## src/rtl/ssd_pkg.sv

```systemverilog
// ssd_pkg: segment codes, converter state encoding and decode helper for the display driver
package ssd_pkg;
  typedef enum logic [1:0] {IDLE, SHIFT, COMMIT} state_t;
  localparam logic [6:0] SEG_0 = 7'h40;
  localparam logic [6:0] SEG_1 = 7'h79;
  localparam logic [6:0] SEG_2 = 7'h24;
  localparam logic [6:0] SEG_3 = 7'h30;
  localparam logic [6:0] SEG_4 = 7'h19;
  localparam logic [6:0] SEG_5 = 7'h12;
  localparam logic [6:0] SEG_6 = 7'h02;
  localparam logic [6:0] SEG_7 = 7'h78;
  localparam logic [6:0] SEG_8 = 7'h00;
  localparam logic [6:0] SEG_9 = 7'h10;
  localparam logic [6:0] SEG_BLANK = 7'h7F;
  localparam logic [3:0] ANODE_OFF = 4'b1111;
  function automatic logic [6:0] seg_decode(input logic [3:0] d);
    return d == 4'd0 ? SEG_0 : d == 4'd1 ? SEG_1 : d == 4'd2 ? SEG_2 :
           d == 4'd3 ? SEG_3 : d == 4'd4 ? SEG_4 : d == 4'd5 ? SEG_5 :
           d == 4'd6 ? SEG_6 : d == 4'd7 ? SEG_7 : d == 4'd8 ? SEG_8 :
           d == 4'd9 ? SEG_9 : SEG_BLANK;
  endfunction
endpackage

```

## src/rtl/bin2bcd_seq.sv

```systemverilog
// bin2bcd_seq: sequential shift-add-3 binary to 4-digit BCD converter, free-running
import ssd_pkg::*;
module bin2bcd_seq #(
  parameter int IN_W = 13
) (
  input  logic            clk,
  input  logic            rst,
  input  logic [IN_W-1:0] value,
  output logic            busy,
  output logic            done,
  output logic [15:0]     bcd
);
  localparam int CW = $clog2(IN_W + 1);
  state_t state;
  logic [IN_W-1:0] bin;
  logic [15:0] acc;
  logic [15:0] adj;
  logic [CW-1:0] cnt;
  // nibble-local correction, no carry crosses a digit boundary
  for (genvar i = 0; i < 4; i++) begin : g_adj
    assign adj[4*i +: 4] = acc[4*i +: 4] >= 4'd5 ? acc[4*i +: 4] + 4'd3 : acc[4*i +: 4];
  end
  always_ff @(posedge clk or posedge rst) begin
    if (rst) begin
      state <= IDLE;
      bin <= '0;
      acc <= '0;
      cnt <= '0;
      busy <= 1'b0;
      done <= 1'b0;
      bcd <= '0;
    end else begin
      done <= 1'b0;
      case (state)
        IDLE: begin
          bin <= value;
          acc <= '0;
          cnt <= CW'(IN_W);
          busy <= 1'b1;
          state <= SHIFT;
        end
        SHIFT: begin
          {acc, bin} <= {adj, bin} << 1;
          cnt <= cnt - 1'b1;
          state <= cnt == CW'(1) ? COMMIT : SHIFT;
        end
        COMMIT: begin
          bcd <= acc;
          done <= 1'b1;
          busy <= 1'b0;
          state <= IDLE;
        end
        default: state <= IDLE;
      endcase
    end
  end
endmodule

```

## src/rtl/ssd_display_driver.sv

```systemverilog
// ssd_display_driver: binary value to multiplexed common-anode 4-digit seven-segment display
import ssd_pkg::*;
module ssd_display_driver #(
  parameter int IN_W      = 13,
  parameter int REFRESH_W = 18,
  parameter bit BLANK_LZ  = 1'b1
) (
  input  logic            clk,
  input  logic            rst,
  input  logic [IN_W-1:0] value,
  output logic            busy,
  output logic            conv_done,
  output logic [3:0]      anode,
  output logic [6:0]      seg
);
  logic [15:0] digits;
  logic [REFRESH_W-1:0] ctr;
  logic [1:0] sel;
  logic [3:0] blank;
  logic [3:0] dig;
  bin2bcd_seq #(.IN_W(IN_W)) u_conv (
    .clk(clk),
    .rst(rst),
    .value(value),
    .busy(busy),
    .done(conv_done),
    .bcd(digits)
  );
  assign sel = ctr[REFRESH_W-1 -: 2];
  assign dig = digits[4*sel +: 4];
  // a digit blanks only when it and every higher digit are zero; digit0 always shows
  assign blank[3] = BLANK_LZ && digits[15:12] == 4'd0;
  assign blank[2] = blank[3] && digits[11:8] == 4'd0;
  assign blank[1] = blank[2] && digits[7:4] == 4'd0;
  assign blank[0] = 1'b0;
  always_ff @(posedge clk or posedge rst) begin
    if (rst) begin
      ctr <= '0;
      anode <= ANODE_OFF;
      seg <= SEG_BLANK;
    end else begin
      ctr <= ctr + 1'b1;
      anode <= ~(4'b0001 << sel);
      seg <= blank[sel] ? SEG_BLANK : seg_decode(dig);
    end
  end
endmodule

```

## config.mk

```make
export PLATFORM = sky130hd
export DESIGN_NAME = ssd_display_driver
export DESIGN_NICKNAME = d
export VERILOG_FILES = /design/src/rtl/ssd_pkg.sv /design/src/rtl/bin2bcd_seq.sv /design/src/rtl/ssd_display_driver.sv
export SDC_FILE = /design/constraint.sdc
export NUM_CORES = 1
export LEC_CHECK = 0
export ABC_AREA = 0
export BUFFER_PORTS_ARGS = -buffer_cell sky130_fd_sc_hd__buf_2
export CORE_MARGIN = 4
export CORE_UTILIZATION = 30
export CTS_CLUSTER_SIZE = 30
export DETAILED_ROUTE_END_ITERATION = 8
export PLACE_DENSITY_LB_ADDON = 0.12
export SLEW_MARGIN = 10
export SYNTH_ARGS = -nofsm -noshare
export SYNTH_HDL_FRONTEND = slang
export SYNTH_SLANG_ARGS = --single-unit
```

## constraint.sdc

```tcl
create_clock -name clk -period 6.2 [get_ports clk]
set_clock_uncertainty 0.05 [all_clocks]
set_input_delay 0.31 -clock clk [delete_from_list [all_inputs] [get_ports clk]]
set_output_delay 0.31 -clock clk [all_outputs]
set_load 0.01 [all_outputs]
```

==> qor.yml, run 1 <==
synthDominantCellAreaShare: 0.473
timing.final.ws_setup_ps: 3860
insertion_delay_ps: 330
clkSlewWorstSetupHoldPaths_ps: 60
clock-root-buffer: "clkbuf_16"
cts_setup_buffers: 0
antenna_found_initial: 0
ff2ff_setup_slack_ps: 3860
dieArea_um2: 14400
synth-warning-count: 0
worst_setup_path_start_kind: "flop"
rows: 40
via_count_of_the_first_global_routing_pass: 2566
synth_top_cell_by_area: "dfrtp_1"
setup_repair_after_global_routing_missed_its_margin: "false"
final_net_count: 395
r2r-end: "u_conv.bcd[2]$_DFFE_PP0P_"
min_period_over_period: 0.377
floorplan.die.height_um: 120
design.portCount: 28
worst_r2r_path_depth: 2
worstPathRequired_ps: 6360
final_cells: 542
ys_seq_area_frac: 0.550
cts_buffers: 9
synthesis.instances: 345
hold_class: "input port to flop"
worstReg2RegStart: "u_conv.state[0]$_DFF_PP0_"
cts-hold-fix-buffers: 0
vias_per_cell: 4.46
async_reset_ff_frac: 1.00
globalRouteTotalUtil: 0.104
dp_hpwl_um: 4370
htreeDepth: 3
hold_start: "value[0]"
synth.net_count: 371
synth_flop_type: "dfrtp_1"
pwr_density_cell_nw_per_um2: 309
chipWidth_um: 120
synth-edff-count: 0
post_drt_wl_per_cell_um: 12.4
critical_path_arrival_ps: 2500
worst_hold_path.num_cells: 2
setup-violations-final: 0
tightest_slew_ps: 1050
avgSynthCellArea_um2: 10.9
antennaDiodeCount: 0
final_hold_viol_count: 0
cpMaxStageDelayCell: "dfrtp_1"
worst_slew_margin_rel: 0.299
synth.cells.most_frequent: "dfrtp_1, nand2_1, o21ai_0"
via_count: 2416
initial_utilization: 0.310
cts_num_sinks: 82
leading_cell_type_by_number_of_instances_after_synthesis: "dfrtp_1"
fin_tns_setup_ps: 0
worstHoldEndpoint: "u_conv.bin[0]$_DFFE_PP0P_"
drt_iter0_markers: 199
first_pass_grt_wire_length_um: 12200
post_synth_main_area_contributors: "dfrtp_1, dfstp_2, o21ai_0"
cells_resized_by_post_cts_repair: 0
crit_chain: "nand2b_1 > mux2_2"
placeableCoreArea_um2: 12100
post_synthesis_instance_area_um2: 3760
tritoncts: "done"
buffers_inverters_on_critical_path: 0
fillCellCount: 1239
timing.critical_path.slowest_cell_delay_ps: 1000
wirelength_um: 6720
synth-seq-cells: 82
clk_path_buf_depth: 2
pre_cts_slack_ps: 3810
outcome: "completed"
buffer_ports.inserted: 27
totalPowerFinal_mw: 1.34
globalRoute.totalOverflow: 0
cp-end-kind: "flop"
timing.final.crit_period_ps: 2340
timing.final.max_slew_violations: 0
power.static_leakage_nw: 2.02
category_of_cells_accounting_for_the_largest_share_of_critical_path_delay: "flip-flops"
irDropWorstVdd_v: 0.000135
post_route_cells_drive_above_1_share: 0.193
gp_congestion: 0.712
drt_pass1_iterations: 4
pin_count_of_the_biggest_net_entering_global_routing: 83
worstSetupPathType: "flop to flop"
flow.area_growth_from_synthesis_pct: 15.3
fmax_mhz: 428
ys_types: 39
timing.critical_path.fanout_max: 25
post-route-drc-count: 0
dp_cells: 526
antenna_left: 0
drv.max_cap_violation_count: 0
-- stage by stage --
stage | util | hold slack [ps] | instance area [um^2]
floorplan | - | 388 | 3760
global placement | 0.334 | 406 | 4050
detailed placement | 0.334 | 407 | 4050
CTS | 0.357 | 124 | 4330
global route | 0.357 | 132 | 4330
finish | 0.357 | 140 | 4330
-- worst max path at each step --
stage,from,to,cells past startpoint
floorplan,rst,ctr[0]$_DFF_PP0_,1
global placement,u_conv.state[0]$_DFF_PP0_,u_conv.bcd[2]$_DFFE_PP0P_,2
detailed placement,u_conv.state[0]$_DFF_PP0_,u_conv.bcd[2]$_DFFE_PP0P_,2
CTS,u_conv.state[0]$_DFF_PP0_,u_conv.bcd[2]$_DFFE_PP0P_,2
global route,u_conv.state[0]$_DFF_PP0_,u_conv.bcd[15]$_DFFE_PP0P_,2
finish,u_conv.state[0]$_DFF_PP0_,u_conv.bcd[2]$_DFFE_PP0P_,2
-- layout by cell type (no fill, tap or decap), types with 4 or more instances in the layout --
cell       netlist  final
mux2i_1         14     14
nor3b_1          4      4
dfstp_2         11     11
o21ai_0         39     39
nor2_1          11     11
buf_2            1     27
a21oi_1         12     12
xor2_1           6      6
nand4_1          4      4
nand3_1         14     14
nand2b_1         8      8
nand2_1         43     43
inv_1           16     15
dfrtp_1         71     71
a22o_1           6      6
xnor2_1         16     16
mux2_2          10     10
ha_1            11     11
clkbuf_16        0      9
and3_1           4      4
-- registers in the layout, indices dropped and copies added, names as in the netlist --
| register | count |
|---|---|
| u_conv.acc | 16 |
| u_conv.cnt | 4 |
| u_conv.busy | 1 |
| u_conv.bcd | 16 |
| u_conv.state | 2 |
| u_conv.done | 1 |
| seg | 7 |
| ctr | 18 |
| anode | 4 |
| u_conv.bin | 13 |
-- layer usage --
layer  share of wire  vias up  global-route usage
li1                -     1238                   -
met1            0.51     1133               0.137
met2            0.44       35               0.163
met3           0.035       10              0.0306
met4           0.017        0              0.0394
met5               0        -                   0
-- report_power, final --
group	internal, mW	total [mW]	switching (mW)
sequential	0.613	0.649	0.0355
clock	0.274	0.497	0.224
combinational	0.0914	0.192	0.101
total	0.979	1.34	0.360
-- layout make-up --
type                    instances  area [um^2]  area share
multi-input cells             231         1560       0.361
clock inverters                 7         55.1      0.0127
flip-flops and latches         82         2070       0.477
repair buffers                 29          150      0.0347
inverters                      16         61.3      0.0142
clock buffers                   9          225      0.0520
well taps                     168          210      0.0486
-- cell families (layout without fill, tap and decap cells) --
kind of cell    after synthesis  after routing  share of synthesized area
simple gates                102            102                      0.132
flops                        82             82                      0.550
compound gates               68             68                      0.104
buf+inv                      32             61                     0.0343
mux                          28             28                     0.0923
xor+xnor                     22             22                     0.0513
fa+ha+maj                    11             11                     0.0366
Note: power is estimated with default switching activity, not from simulation.
==> inputs of run 2 (changes only) <==
--- a/config.mk
+++ b/config.mk
@@ -5,7 +5,7 @@
 export SDC_FILE = /design/constraint.sdc
 export NUM_CORES = 1
 export LEC_CHECK = 0
-export ABC_AREA = 0
+export ABC_AREA = 1
 export BUFFER_PORTS_ARGS = -buffer_cell sky130_fd_sc_hd__buf_2
 export CORE_MARGIN = 4
 export CORE_UTILIZATION = 30
==> constraint.sdc (replaced) <==
create_clock -name clk -period 2.4 [get_ports clk]
set_clock_uncertainty 0.05 [all_clocks]
set_input_delay 0.12 -clock clk [delete_from_list [all_inputs] [get_ports clk]]
set_output_delay 0.12 -clock clk [all_outputs]
set_load 0.01 [all_outputs]
==> qor.yml, run 2 <==
regArea_um2: 2070  # unchanged
cts_num_sinks: 82  # unchanged
irDropWorstVdd_v: 0.000409  # was 0.000135 V
post_route_cells_drive_above_1_share: 0.179  # was 0.193
synth-edff-count: 0  # unchanged
final_cells: 686  # was 542
gp_congestion: 0.865  # was 0.712
worst_setup_path_start_kind: "flop"  # unchanged
via_count_of_the_first_global_routing_pass: 3183  # was 2,566
dpl-instance-area_um2: 4320  # was 4050 um^2
ys_types: 33  # was 39
tritoncts: "done"  # unchanged
via_count: 3077  # was 2,416
worstSetupPathType: "flop to flop"  # unchanged
dp_cells: 656  # was 526
vias_per_cell: 4.49  # was 4.46
globalRouteTotalUtil: 0.123  # was 0.104
async_reset_ff_frac: 1.00  # unchanged
cp-end-kind: "flop"  # unchanged
post_synthesis_instance_area_um2: 3990  # was 3760 um^2
post_synth_main_area_contributors: "dfrtp_1, nand2_1, dfstp_2"  # was dfrtp_1, dfstp_2, o21ai_0
p_sw_frac: 0.266  # was 0.269
totalPowerFinal_mw: 4.08  # was 1.34 mW
worst_slew_margin_rel: 0.406  # was 0.299
placeableCoreArea_um2: 12800  # was 12,100 um^2
worstPathRequired_ps: 2610  # was 6360 ps
synth_top_cell_by_area: "dfrtp_1"  # unchanged
fillCellCount: 1316  # was 1,239
fmax_mhz: 600  # was 428 MHz
synth.net_count: 490  # was 371
fin_tns_setup_ps: 0  # unchanged
synth_flop_type: "dfrtp_1"  # unchanged
leading_cell_type_by_number_of_instances_after_synthesis: "nand2_1"  # was dfrtp_1
dieArea_um2: 15200  # was 14,400 um^2
setup_repair_after_global_routing_missed_its_margin: "false"  # unchanged
pre_cts_slack_ps: 740  # was 3810 ps
p_sw_mw: 1.09  # was 0.360 mW
antennaDiodeCount: 0  # unchanged
drt_iter0_markers: 121  # was 199
ff2ff_setup_slack_ps: 730  # was 3860 ps
antenna_found_initial: 0  # unchanged
dp_hpwl_um: 5800  # was 4370 um
whs_ps: 329  # was 140 ps
flow.area_growth_from_synthesis_pct: 21.0  # was 15.3%
floorplan.die.height_um: 123  # was 120 um
multiInputGateArea_um2: 1670  # was 1560 um^2
largest_registers: "ctr x18, u_conv.acc x16, u_conv.bcd x16"  # unchanged
avgSynthCellArea_um2: 8.60  # was 10.9 um^2
wirelength_um: 8340  # was 6720 um
timing.final.max_slew_violations: 0  # unchanged
cellInternalPower_mw: 2.99  # was 0.979 mW
clock-root-buffer: "clkbuf_16"  # unchanged
combinationalPowerShare: 0.157  # was 0.144
layout.cells.most_common: "nand2_1"  # was dfrtp_1
critical_path_arrival_ps: 1880  # was 2500 ps
first_pass_grt_wire_length_um: 14700  # was 12,200 um
synthesis.instances: 464  # was 345
synth-warning-count: 0  # unchanged
globalRoute.totalOverflow: 0  # unchanged
final_hold_viol_count: 0  # unchanged
antenna_left: 0  # unchanged
insertion_delay_ps: 340  # was 330 ps
power_frac_clock: 0.415  # was 0.372
synth-seq-cells: 82  # unchanged
initial_utilization: 0.311  # was 0.310
htreeDepth: 3  # unchanged
hold_class: "input port to async pin"  # was input port to flop
drv.max_cap_violation_count: 0  # unchanged
mostFrequentLayoutCells: "nand2_1, dfrtp_1, inv_1, nor2_1, o21ai_0"  # was dfrtp_1, nand2_1, o21ai_0, buf_2, xnor2_1
tightest_slew_ps: 890  # was 1050 ps
outcome: "completed"  # unchanged
ys_seq_area_frac: 0.518  # was 0.550
pwr_density_cell_nw_per_um2: 845  # was 309 nW/um^2
regMostFlops: "ctr"  # unchanged
timing.final.crit_period_ps: 1670  # was 2340 ps
finish.instance_area_um2: 4830  # was 4330 um^2
final_core_utilization: 0.376  # was 0.357
pin_count_of_the_biggest_net_entering_global_routing: 34  # was 83
drt_pass1_iterations: 4  # unchanged
setup-violations-final: 0  # unchanged
timing.critical_path.fanout_max: 14  # was 25
chipWidth_um: 123  # was 120 um
synth.cells.most_frequent: "nand2_1, dfrtp_1, inv_1"  # was dfrtp_1, nand2_1, o21ai_0
post-route-drc-count: 0  # unchanged
buffer_ports.inserted: 27  # unchanged
pwr-share-seq: 0.428  # was 0.485
min_period_over_period: 0.695  # was 0.377
synthDominantCellAreaShare: 0.445  # was 0.473
design.portCount: 28  # unchanged
clk_path_buf_depth: 2  # unchanged
rows: 41  # was 40
power.static_leakage_nw: 2.26  # was 2.02 nW
post_drt_wl_per_cell_um: 12.2  # was 12.4 um
cts_buffers: 9  # unchanged
clkSlewWorstSetupHoldPaths_ps: 60  # about the same
largest_register_ff_count: 18  # unchanged
final_net_count: 535  # was 395
timing.final.ws_setup_ps: 732  # was 3860 ps
## run 2: cell types whose count changed after synthesis, sizes merged, moves of 5 or more
cell,previous run,this run
a22o,6,1
clkbuf,11,6
inv,16,45
mux2,10,0
mux2i,14,0
nand2,43,137
nand2b,8,0
nand3,14,27
nor2,11,45
o21ai,39,47
o22ai,1,7
xnor2,16,4
xor2,6,12
## run 2: repair_timing
item / CTS / global route
endpoints found under the hold margin: 44 / 0
hold buffers: 14 / 0
setup buffers: 0 / 0
gates resized for setup: 0 / 0
## run 2: power by group through the flow
stage | registers, mW | logic (mW) | clock network (mW)
final | 1.74 | 0.642 | 1.69
after global routing | 1.77 | 0.750 | 1.80
after CTS | 1.74 | 0.657 | 1.75
after detailed placement | 1.77 | 0.639 | 0
after global placement | 1.77 | 0.635 | 0
after floorplan | 1.76 | 0.446 | 0
## run 2: worst max-delay path, cell delays in order, from the launching register on
cell and delay (ps):
dfrtp_1 620, inv_2 200, nand3_1 110, nand2_1 70
nor2_2 170, nand2_4 80, nand2_1 80, nand2_2 70
nand2_2 70, o21ai_1 60
## run 2: layout make-up
| cell class | instances | area share |
|---|---|---|
| timing repair buffer | 48 | 0.0705 |
| sequential | 82 | 0.428 |
| inverter | 45 | 0.0352 |
| multi-input combinational | 323 | 0.346 |
| clock inverter | 7 | 0.0293 |
| clock buffer | 9 | 0.0466 |
| tap | 172 | 0.0446 |
## run 2: cells by family after synthesis
group	synth area share
fa+ha+maj	0.0345
buf+inv	0.0634
flops	0.518
compound gates	0.104
simple gates	0.245
xor+xnor	0.0351
## run 2: path summary, 6_finish.rpt
path                                   start  depth (start not counted)                   endpoint
max                        ctr[17]$_DFF_PP0_                          9           seg[3]$_DFF_PP1_
min                                      rst                          3  u_conv.bin[7]$_DFFE_PP0P_
max reg2reg                ctr[17]$_DFF_PP0_                          9           seg[3]$_DFF_PP1_
min reg2reg                ctr[14]$_DFF_PP0_                          1          ctr[14]$_DFF_PP0_
max in group asynchronous                rst                          4           seg[6]$_DFF_PP1_
min in group clk           ctr[14]$_DFF_PP0_                          1          ctr[14]$_DFF_PP0_
## run 2: per-layer routing
layer  share of wire  vias up  global-route usage
li1                -     1590                   -
met1            0.48     1432               0.147
met2            0.46       40               0.204
met5               0        -                   0
met3           0.039       15              0.0453
met4           0.018        0              0.0443
==> inputs of run 3 (changes only) <==
==> constraint.sdc (replaced) <==
create_clock -name clk -period 1.4 [get_ports clk]
set_clock_uncertainty 0.05 [all_clocks]
set_input_delay 0.07 -clock clk [delete_from_list [all_inputs] [get_ports clk]]
set_output_delay 0.07 -clock clk [all_outputs]
set_load 0.01 [all_outputs]
==> qor.yml, run 3 (synthesized netlist as in run 2, its figures left out) <==
antenna_left: 0  # unchanged
rows: 41  # unchanged
drt_pass1_iterations: 5  # was 4
power.static_leakage_nw: 2.48  # was 2.26 nW
insertion_delay_ps: 340  # about the same
pin_count_of_the_biggest_net_entering_global_routing: 33  # was 34
worst_setup_path_start_kind: "flop"  # unchanged
pwr_density_cell_nw_per_um2: 1250  # was 845 nW/um^2
category_of_cells_accounting_for_the_largest_share_of_critical_path_delay: "simple AND/OR/NAND/NOR gates"  # unchanged
cts_buffers: 9  # unchanged
largest_registers: "ctr x18, u_conv.acc x16, u_conv.bcd x16"  # unchanged
fillCellCount: 1279  # was 1,316
regMostFlops: "ctr"  # unchanged
design.portCount: 28  # unchanged
first_pass_grt_wire_length_um: 15200  # was 14,700 um
post_drt_wl_per_cell_um: 11.9  # was 12.2 um
largest_register_ff_count: 18  # unchanged
dp_hpwl_um: 6130  # was 5800 um
buffer_ports.inserted: 27  # unchanged
antenna_found_initial: 0  # unchanged
final_cells: 734  # was 686
post_route_cells_drive_above_1_share: 0.338  # was 0.179
timing.final.ws_setup_ps: -61.3  # was 732 ps
irDropWorstVdd_v: 0.000768  # was 0.000409 V
globalRouteTotalUtil: 0.126  # was 0.123
final_core_utilization: 0.422  # was 0.376
globalRoute.totalOverflow: 0  # unchanged
placeableCoreArea_um2: 12800  # unchanged
tritoncts: "done"  # unchanged
worstSetupPathType: "flop to flop"  # unchanged
violations_in_the_final_reports: "negative setup slack"
outcome: "finished, violations left"  # was completed
vias_per_cell: 4.54  # was 4.49
mostFrequentLayoutCells: "nand2_1, dfrtp_1, buf_4, inv_1, buf_2"  # was nand2_1, dfrtp_1, inv_1, nor2_1, o21ai_0
cts_num_sinks: 82  # unchanged
finish.instance_area_um2: 5420  # was 4830 um^2
post-route-drc-count: 0  # unchanged
cp-end-kind: "flop"  # unchanged
via_count: 3333  # was 3,077
initial_utilization: 0.311  # unchanged
fmax_mhz: 684  # was 600 MHz
clkSlewWorstSetupHoldPaths_ps: 60  # about the same
final_net_count: 583  # was 535
tightest_slew_ps: 445  # was 890 ps
antennaDiodeCount: 0  # unchanged
whs_ps: 236  # was 329 ps
floorplan.die.height_um: 123  # unchanged
timing.final.max_slew_violations: 0  # unchanged
drv.max_cap_violation_count: 0  # unchanged
setup-violations-final: 8  # was 0
dp_cells: 689  # was 656
clock-root-buffer: "clkbuf_16"  # unchanged
htreeDepth: 3  # unchanged
timing.critical_path.fanout_max: 5  # was 14
dieArea_um2: 15200  # unchanged
via_count_of_the_first_global_routing_pass: 3318  # was 3,183
clk_path_buf_depth: 2  # unchanged
final_hold_viol_count: 0  # unchanged
timing.final.crit_period_ps: 1460  # was 1670 ps
critical_path_arrival_ps: 1670  # was 1880 ps
flow.area_growth_from_synthesis_pct: 35.8  # was 21.0%
chipWidth_um: 123  # unchanged
worst_slew_margin_rel: 0.703  # was 0.406
timing.critical_path.slowest_cell_delay_ps: 400  # was 620 ps
layout.cells.most_common: "nand2_1"  # unchanged
buffers_inverters_on_critical_path: 0  # was 1
min_period_over_period: 1.04  # was 0.695
fin_tns_setup_ps: -339  # was 0 ps
gp_congestion: 0.827  # was 0.865
worstPathRequired_ps: 1610  # was 2610 ps
hold_class: "input port to async pin"  # unchanged
drt_iter0_markers: 190  # was 121
setup_repair_after_global_routing_missed_its_margin: "true"  # was false
wirelength_um: 8740  # was 8340 um
dpl-instance-area_um2: 4610  # was 4320 um^2
cpMaxStageDelayCell: "dfrtp_1"  # unchanged
crit_chain: "ha_4 > nand3_4 > nor2_4 > nand2_2 > nor2_4 > nand2_2 > nor2_2 > xor2_1"  # was inv_2 > nand3_1 > nand2_1 > nor2_2 > nand2_4 > nand2_1 > nand2_2 > nand2_2 > o21ai_1
==> run 3: path summary, 6_finish.rpt <==
| path | endpoint | start | slack (ps) | cells past startpoint |
|---|---|---|---|---|
| max in group asynchronous | ctr[16]$_DFF_PP0_ | rst | 500 | 4 |
| hold / removal | u_conv.acc[5]$_DFFE_PP0P_ | rst | 240 | 3 |
| min in group clk | ctr[14]$_DFF_PP0_ | ctr[14]$_DFF_PP0_ | 420 | 1 |
| hold reg to reg | ctr[14]$_DFF_PP0_ | ctr[14]$_DFF_PP0_ | 420 | 1 |
| setup reg to reg | ctr[12]$_DFF_PP0_ | ctr[0]$_DFF_PP0_ | -60 | 8 |
| setup / recovery | ctr[12]$_DFF_PP0_ | ctr[0]$_DFF_PP0_ | -60 | 8 |
==> run 3: layout make-up <==
type / count / area (um^2) / area share
Multi-Input combinational cell: 323 / 1900 / 0.351
Sequential cell: 82 / 2070 / 0.382
Clock buffer: 12 / 236 / 0.0437
Tap cell: 172 / 215 / 0.0397
Timing Repair Buffer: 96 / 749 / 0.138
Inverter: 45 / 175 / 0.0323
Clock inverter: 4 / 68.8 / 0.0127
==> run 3: tightest hold or removal path, stage by stage <==
cell and delay (ps):
dlygate4sd3_1 530, buf_2 130, clkinvlp_4 310
==> run 3: power by group <==
part / switching, mW / total, mW / internal, mW
clock network: 0.898 / 2.45 / 1.55
registers: 0.245 / 3.00 / 2.76
logic: 0.761 / 1.31 / 0.553
==> run 3: timing repair <==
action	CTS	global route
hold buffers	14	0
resized for setup	9	75
setup buffers	4	11
setup endpoints to repair	17	48
gates cloned	0	0
endpoints found under the hold margin	31	0
pin swaps	3	22
==> run 3: per-layer routing <==
layer  part of all wire  global-route usage
met3              0.036              0.0416
met5                  0                   0
met2               0.49               0.205
met1               0.46               0.161
met4              0.015              0.0332
==> run 3: metrics by stage <==
stage,total power [mW],worst slack [ps]
6_report,6.77,-61.3
5_1_grt,7.22,-188
4_1_cts,6.71,-50.0
3_5_place_dp,4.16,-92.9
3_3_place_gp,4.15,-68.8
2_1_floorplan,3.79,-28.4
